===== src/rtl/alufpu_div.sv =====
// Iterative restoring divider (signed/unsigned); one quotient bit per cycle.
// Latency WIDTH+1 cycles from start, 1 cycle for divide-by-zero (and early-out when ALUFPU_DIV_EARLY_OUT_EN is defined).
// Backpressure: start is only accepted in IDLE; busy stalls the operand path, start while busy is dropped.
module alufpu_div #(
    parameter int WIDTH = 32
) (
    input  logic             clk,
    input  logic             rst_n,
    input  logic             start,
    input  logic             is_signed,
    input  logic [0:WIDTH-1] busA,
    input  logic [0:WIDTH-1] busB,
    output logic             busy,
    output logic             done,
    output logic [0:WIDTH-1] quotient,
    output logic [0:WIDTH-1] remainder,
    output logic             div_by_zero
);

    localparam int CW = (WIDTH > 1) ? $clog2(WIDTH) : 1;
    localparam logic [CW-1:0] LAST = CW'(WIDTH - 1);

    typedef enum logic [1:0] {IDLE, RUN, FIX} state_t;

    state_t           state;
    logic [CW-1:0]    count;
    logic [WIDTH-1:0] part;     // partial remainder magnitude
    logic [WIDTH-1:0] dvd;      // dividend shifting out, quotient shifting in
    logic [WIDTH-1:0] dvs;      // divisor magnitude
    logic             q_neg;
    logic             r_neg;
    logic             dbz;

    logic [WIDTH-1:0] op_a;
    logic [WIDTH-1:0] op_b;
    logic [WIDTH-1:0] mag_a;
    logic [WIDTH-1:0] mag_b;
    logic             sign_a;
    logic             sign_b;
    logic [WIDTH:0]   trial_base;
    logic [WIDTH:0]   trial_diff;
    logic             trial_ok;

    // Operand magnitudes and the trial subtraction of the current step.
    always_comb begin
        op_a       = busA;
        op_b       = busB;
        sign_a     = is_signed & op_a[WIDTH-1];
        sign_b     = is_signed & op_b[WIDTH-1];
        mag_a      = sign_a ? -op_a : op_a;
        mag_b      = sign_b ? -op_b : op_b;
        trial_base = {part, dvd[WIDTH-1]};
        trial_diff = trial_base - {1'b0, dvs};
        // Sign bit of the (WIDTH+1)-bit difference is set only when the divisor did not fit.
        trial_ok   = ~trial_diff[WIDTH];
    end

    // Control FSM, datapath registers and registered outputs.
    always_ff @(posedge clk or negedge rst_n) begin
        if (!rst_n) begin
            state       <= IDLE;
            count       <= '0;
            part        <= '0;
            dvd         <= '0;
            dvs         <= '0;
            q_neg       <= 1'b0;
            r_neg       <= 1'b0;
            dbz         <= 1'b0;
            busy        <= 1'b0;
            done        <= 1'b0;
            quotient    <= '0;
            remainder   <= '0;
            div_by_zero <= 1'b0;
        end else begin
            done <= 1'b0;
            case (state)
                IDLE: begin
                    if (start) begin
                        dvs         <= mag_b;
                        q_neg       <= sign_a ^ sign_b;
                        r_neg       <= sign_a;
                        count       <= '0;
                        busy        <= 1'b1;
                        div_by_zero <= 1'b0;
                        if (mag_b == '0) begin
                            // Parking |A| in the remainder lets FIX's sign fix rebuild busA exactly.
                            dbz   <= 1'b1;
                            part  <= mag_a;
                            dvd   <= '0;
                            state <= FIX;
`ifdef ALUFPU_DIV_EARLY_OUT_EN
                        end else if (mag_b > mag_a) begin
                            dbz   <= 1'b0;
                            part  <= mag_a;
                            dvd   <= '0;
                            state <= FIX;
`endif
                        end else begin
                            dbz   <= 1'b0;
                            part  <= '0;
                            dvd   <= mag_a;
                            state <= RUN;
                        end
                    end
                end
                RUN: begin
                    part  <= trial_ok ? trial_diff[WIDTH-1:0] : trial_base[WIDTH-1:0];
                    dvd   <= {dvd[WIDTH-2:0], trial_ok};
                    count <= count + 1'b1;
                    if (count == LAST) begin
                        state <= FIX;
                    end
                end
                FIX: begin
                    quotient    <= dbz ? '1 : (q_neg ? -dvd : dvd);
                    remainder   <= r_neg ? -part : part;
                    div_by_zero <= dbz;
                    done        <= 1'b1;
                    busy        <= 1'b0;
                    state       <= IDLE;
                end
                default: begin
                    state <= IDLE;
                    busy  <= 1'b0;
                end
            endcase
        end
    end

endmodule

===== config.mk =====
export PLATFORM = sky130hd
export DESIGN_NAME = alufpu_div
export DESIGN_NICKNAME = d
export VERILOG_FILES = /design/src/rtl/alufpu_div.sv
export SDC_FILE = /design/constraint.sdc
export NUM_CORES = 1
export LEC_CHECK = 0
export ABC_CLOCK_PERIOD_IN_PS = 3700
export BUFFER_PORTS_ARGS = -buffer_cell sky130_fd_sc_hd__buf_2
export CELL_PAD_IN_SITES_DETAIL_PLACEMENT = 1
export CELL_PAD_IN_SITES_GLOBAL_PLACEMENT = 1
export CORE_MARGIN = 1
export CORE_UTILIZATION = 41
export CTS_CLUSTER_DIAMETER = 120
export DETAILED_ROUTE_END_ITERATION = 8
export PLACE_DENSITY_LB_ADDON = 0.1
export SYNTH_ARGS = -nofsm -noshare
export SYNTH_HDL_FRONTEND = slang
export SYNTH_SLANG_ARGS = --single-unit

===== constraint.sdc =====
create_clock -name clk -period 3.7 [get_ports clk]
set_clock_uncertainty 0.1 [all_clocks]
set_input_delay 0.37 -clock clk [delete_from_list [all_inputs] [get_ports clk]]
set_output_delay 0.37 -clock clk [all_outputs]
set_load 0.005 [all_outputs]

==> run summary, run 1 <==
Final period util = 0.972
Top_reg_cell synth = dfrtp_1
Max IR drop VDD = 0.000475 V
FF+latch area = 4330 um2
Rel. slew slack = 0.260
Initial antenna violation count = 1
Sequential Power Share = 0.237
Die area = 29600 um2
Synthesized area = 11900 um2
Post-synth EDFFs = 0
Total number of vias = 11578
Crit path kind = reg2reg
Grt total ovfl = 0
Crit path DAT = 3800 ps
Largest net degree at the start of global routing = 84
Outcome = finished, final reports clean
WL final = 40700 um
Layout Cell Area excl Fill = 14700 um2
Die height = 172 um
Non-filler instance count after layout = 2023
Synth-to-layout area growth = 23.4%
Residual DRC = 0
Total of max-cap violations = 0
Area of the multi-input gates = 7180 um2
Register area share after synthesis = 0.365
Lkg Pwr = 6.46 nW
Worst Path Max Fanout = 4
Reg clk slew, reported paths = 80 ps
Max Slew Vio Count = 0
First-pass GRT wire length = 63400 um
Syn_nets = 1523
Hold Crit Class = in2reg
Cell row count = 61
Synth unique cells = 73
Main area contributors after synthesis = dfrtp_1 36%, xor2_1 6.5%, o21ai_0 5.7%, nor2_1 5.1%, nand2_1 4.7%
Startpoint types = flip-flop
CP Capture Type = flip-flop
Cell taking the most area after synthesis = dfrtp_1
GRT Util Overall = 0.278
HPWL Detailed = 30300 um
Worst-Margin Slew = 1110 ps
Clock power frac = 0.124
Switching share of total power = 0.441
Post-synthesis adder-cell area fraction = 0.0417
Post-Syn Instances = 1416
CTS root buf = clkbuf_16
CP Data Required Time = 3900 ps
Int Pwr = 0.00857 W
Clk Latency, worst-skew pair = 440 ps
Share of cells above drive strength 1 = 0.232
TritonRoute pass-1 iters = 6
Placed insts = 1974
CTS tree = built
Fillers = 3382
Core ar. = 28200 um2
Min cycle time layout = 3600 ps
Post-synth top cells = 173 x dfrtp_1, 161 x nor2_1, 149 x nand2_1
Syn_area_per_cell = 8.38 um2
Asr flop ratio synth = 1.00
Number of CTS-inserted buffers = 17
H-tree levels = 4
Starting density of the core = 0.422
Post-Synth Simple-Gate Area = 0.181
RD Place Congestion = 0.872
Top cell type's share of synthesized area = 0.365
Routed length per instance = 20.1 um
HP Start = busB[20]
Multiplexer area fraction after synthesis = 0.0233
Largest family of logic cells by synthesized area = compound AO/OA/AOI/OAI gates
Hold Vio Cnt, Final = 0
Post-layout nets = 1738
Vias in the first global route = 11458
CTS Sinks = 173
Final setup viols = 0
Post-DP Area = 13700 um2
P_sw = 0.00677 W
Hold slack = 184 ps
Logic pwr share = 0.640
Compound-Gate Fraction of Synth Area = 0.235
Synthesis warning total = 0
Most common cell in the netlist = dfrtp_1
Via density = 5.72
RSZ-0062 raised after global routing = yes
Critical path launch point = part[16]
Utilization after layout = 0.520
R2R Path Start = part[16]
PD cells = 1050 nW/um2
DR iter-0 viols = 688
ANT nets after route = 0
Max Clock Freq = 278 MHz
Post-synthesis xor/xnor area fraction = 0.106
Input/output buffers = 134
Deepest clock path buffer count = 2
Die W = 172 um
Seq cells post-synth = 173
IO Pins = 135
-- timing repair --
item,in CTS,in global routing
gates resized for setup,5,49
pin swaps,4,26
gates cloned,0,0
hold endpoints to repair,81,0
hold buffers,1,0
setup buffers,4,12
setup endpoints to repair,3,41
-- area by class of cell --
cell class              instances  area share
multi-input cells            1108       0.490
flip-flops and latches        173       0.296
repair buffers                279       0.128
well taps                     378      0.0323
clock buffers                  19      0.0302
inverters                      52      0.0133
clock inverters                13      0.0108
diodes                          1    0.000171
-- cells by family after synthesis --
kind of cell / count (synthesis)
compound gates: 430
flops: 173
buf+inv: 135
xor+xnor: 144
fa+ha+maj: 39
simple gates: 469
mux: 26
-- power by group through the flow --
stage,registers (W),clock network [W],logic [W]
global route,0.00375,0.00201,0.0108
global placement,0.00364,0,0.00861
floorplan,0.00353,0,0.00563
CTS,0.00364,0.00193,0.00915
detailed placement,0.00368,0,0.00884
finish,0.00363,0.00190,0.00981
-- final timing paths --
check / slack [ps] / depth (start not counted) / end
hold / removal: 180 / 3 / dvs[11]
max in group asynchronous: 2260 / 3 / part[25]
setup / recovery: 100 / 9 / remainder[0]
hold reg to reg: 360 / 2 / quotient[31]
min in group asynchronous: 460 / 2 / remainder[24]
setup reg to reg: 100 / 9 / remainder[0]
-- sequential cells by signal, indices dropped and copies added, names as in the netlist, 2 cells and up --
| name | count |
|---|---|
| state | 2 |
| part | 32 |
| dvd | 32 |
| quotient | 32 |
| count | 5 |
| remainder | 32 |
| dvs | 32 |
-- metrics by stage --
stage	TNS, ps	setup WS (ps)	total power (W)
floorplan	0	45.2	0.00916
global placement	-5120	-204	0.0122
detailed placement	-8080	-247	0.0125
CTS	0	2.21	0.0147
global route	-303	-55.1	0.0165
finish	0	104	0.0153
-- layer usage --
layer	share of wire	global-route usage	vias up	wire, um
met1	0.46	0.385	5738	18900
met5	0	0	-	0
met4	0.022	0.0758	0	898
met3	0.046	0.0428	53	1880
li1	-	-	5481	-
met2	0.47	0.450	306	19000
-- cell usage in the layout (no fill, tap or decap), types with 17 or more instances in the layout --
cell type	n
nor2_1	157
o21ai_0	129
buf_4	134
a31oi_1	17
clkbuf_16	17
a21oi_1	97
nand2b_1	18
or3_1	18
inv_1	49
nor3_1	31
ha_1	37
o31ai_1	28
dfrtp_1	170
xnor2_1	56
a21o_1	17
buf_2	133
nand3_1	20
xor2_1	87
nand2_1	148
-- critical path: stages (launching register included) --
cell,delay (ps)
dfrtp_2,430
or4_4,570
or4_4,440
or2_4,260
or4_4,420
or2_4,250
or3_4,390
o41ai_4,340
xor2_1,180
o21ai_1,70
(Power assumes the default switching activity.)
==> run 2, diff against run 1 <==
--- a/config.mk
+++ b/config.mk
@@ -14,6 +14,7 @@
 export CTS_CLUSTER_DIAMETER = 120
 export DETAILED_ROUTE_END_ITERATION = 8
 export PLACE_DENSITY_LB_ADDON = 0.1
+export REMOVE_ABC_BUFFERS = 1
 export SYNTH_ARGS = -nofsm -noshare
 export SYNTH_HDL_FRONTEND = slang
 export SYNTH_SLANG_ARGS = --single-unit
==> run summary, run 2 (synthesis results as in run 1) <==
Vias in the first global route = 11143 (was 11458)
Lkg Pwr = 6.28 nW (was 6.46 nW)
Clk Latency, worst-skew pair = 450 ps (was 440 ps)
Crit path kind = reg2reg (unchanged)
PD cells = 1020 nW/um2 (was 1050 nW/um2)
CP Capture Type = flip-flop (unchanged)
TritonRoute pass-1 iters = 4 (was 6)
Min cycle time layout = 3690 ps (was 3600 ps)
Largest net degree at the start of global routing = 75 (was 84)
Most frequent cells in the layout = 173 x dfrtp_1, 158 x nor2_1, 148 x nand2_1 (was 170 x dfrtp_1, 157 x nor2_1, 148 x nand2_1)
Final setup viols = 0 (unchanged)
Worst path top cell family by delay = compound AO/OA/AOI/OAI gates (was simple AND/OR/NAND/NOR gates)
Hold EP = part[0] (was dvs[11])
Hold Crit Class = in2reg (unchanged)
Residual DRC = 0 (unchanged)
RSZ-0062 raised after global routing = yes (unchanged)
Outcome = finished, final reports clean (unchanged)
Post-layout nets = 1709 (was 1738)
WL final = 38100 um (was 40700 um)
Grt total ovfl = 0 (unchanged)
CTS tree = built (unchanged)
Rel. slew slack = 0.245 (was 0.260)
CP Data Required Time = 3900 ps (about the same)
Synth-to-layout area growth = 20.6% (was 23.4%)
FF+latch area = 4330 um2 (about the same)
Input/output buffers = 134 (unchanged)
Tot Pwr = 0.0146 W (was 0.0153 W)
Commonest non-fill, non-tap cell in the layout = dfrtp_1 (unchanged)
Max Slew Vio Count = 0 (unchanged)
Area of the multi-input gates = 7060 um2 (was 7180 um2)
Worst setup margin = 14.4 ps (was 104 ps)
Worst-Margin Slew = 1130 ps (was 1110 ps)
Max IR drop VDD = 0.000416 V (was 0.000475 V)
Critical path buffers and inverters = 6 (was 0)
Final period util = 0.996 (was 0.972)
Die area = 29600 um2 (unchanged)
Hold slack = 157 ps (was 184 ps)
Hold Vio Cnt, Final = 0 (unchanged)
CTS root buf = clkbuf_16 (unchanged)
Startpoint types = flip-flop (unchanged)
Number of CTS-inserted buffers = 17 (unchanged)
Fillers = 3416 (was 3382)
H-tree levels = 4 (unchanged)
Total number of vias = 11127 (was 11578)
CP max stage cell = dfrtp_1 (was or4_4)
Reg clk slew, reported paths = 70 ps (was 80 ps)
RD Place Congestion = 0.891 (was 0.872)
DR iter-0 viols = 567 (was 688)
Share of cells above drive strength 1 = 0.207 (was 0.232)
Starting density of the core = 0.422 (unchanged)
Max Clock Freq = 271 MHz (was 278 MHz)
Worst reg2reg path depth = 18 (was 9)
Worst r2r dst = part[14] (was remainder[0])
Worst Path Max Fanout = 9 (was 4)
Initial antenna violation count = 1 (unchanged)
Die W = 172 um (unchanged)
HP Start = busA[31] (was busB[20])
IO Pins = 135 (unchanged)
Cell row count = 61 (unchanged)
R2R Setup Slk = 10 ps (was 100 ps)
ANT nets after route = 0 (unchanged)
Crit path DAT = 3880 ps (was 3800 ps)
Hold depth = 2 (was 3)
HPWL Detailed = 28500 um (was 30300 um)
Via density = 5.58 (was 5.72)
Pre-CTS setup slack = -258 ps (was -247 ps)
CTS Sinks = 173 (unchanged)
R2R Path Start = dvd[31] (was part[16])
Total of max-cap violations = 0 (unchanged)
Die height = 172 um (unchanged)
Core ar. = 28200 um2 (unchanged)
Most Frequent Cell on Critical Path = buf_4 (was or4_4)
Cell breakdown of the critical path = inv_1 > ha_2 > inv_1 > fa_2 > a211oi_2 > o21ai_2 > o22ai_2 > o21ai_2 > a211oi_2 > buf_4 > o41ai_4 > xor2_2 > buf_4 > clkbuf_16 > buf_4 > o311a_1 > o21ai_0 > a31oi_1 (was or4_4 > or4_4 > or2_4 > or4_4 > or2_4 > or3_4 > o41ai_4 > xor2_1 > o21ai_1)
Worst path max stage delay = 380 ps (was 570 ps)
Deepest clock path buffer count = 2 (unchanged)
GRT Util Overall = 0.263 (was 0.278)
Routed length per instance = 19.1 um (was 20.1 um)
First-pass GRT wire length = 60300 um (was 63400 um)
run 2: layout make-up:
cell class | count | area share
clock buffers | 20 | 0.0326
well taps | 378 | 0.0330
clock inverters | 12 | 0.0129
repair buffers | 250 | 0.112
flip-flops and latches | 173 | 0.302
inverters | 52 | 0.0136
diodes | 1 | 0.000175
multi-input cells | 1108 | 0.493
run 2: report_power, final:
part           leakage, nW  total, W  internal, W  switching (W)
Clock                0.310   0.00199      0.00119       0.000801
Combinational         3.89   0.00892      0.00419        0.00474
Sequential            2.08   0.00367      0.00282       0.000854
Total                 6.28    0.0146      0.00819        0.00639
run 2: metrics by stage:
stage / instances / setup TNS, ps / cell area, um2 / utilization
after CTS: 1987 / 0 / 14200 / 0.504
after detailed placement: 1953 / -3270 / 13500 / 0.480
final: 1994 / 0 / 14300 / 0.508
after floorplan: 1333 / -56190 / 11500 / -
after global routing: 1993 / -1070 / 14300 / 0.508
after global placement: 1953 / -882 / 13500 / 0.480
run 2: worst register-to-register path: stages (launching register included):
cell and delay, ps:
dfrtp_1 380, inv_1 100, ha_2 200, inv_1 60
fa_2 350, a211oi_2 310, o21ai_2 130, o22ai_2 160
o21ai_2 120, a211oi_2 200, buf_4 160, o41ai_4 90
xor2_2 220, buf_4 170, clkbuf_16 160, buf_4 150
o311a_1 120, o21ai_0 250, a31oi_1 130
run 2: what timing repair did:
| item | CTS | global route |
|---|---|---|
| resized for setup | 1 | 12 |
| cloned | 0 | 1 |
| pin swaps | 2 | 3 |
| endpoints found under the hold margin | 69 | 0 |
| hold buffers | 1 | 0 |
| endpoints found under the setup margin | 1 | 24 |
| setup buffers | 1 | 5 |
run 2: worst max path at each step:
stage	startpoint	endpoint	cells past startpoint
final	dvd[31]	part[14]	18
after global routing	dvd[31]	part[1]	16
after CTS	dvd[31]	part[1]	16
after detailed placement	busB[31]	part[21]	17
after global placement	busB[31]	part[21]	17
after floorplan	dvd[31]	part[1]	14
run 2: layer usage:
| metal | wire [um] | global-route usage |
|---|---|---|
| met5 | 0 | 0 |
| met4 | 686 | 0.0858 |
| met3 | 1270 | 0.0369 |
| met2 | 18000 | 0.429 |
| met1 | 18100 | 0.359 |
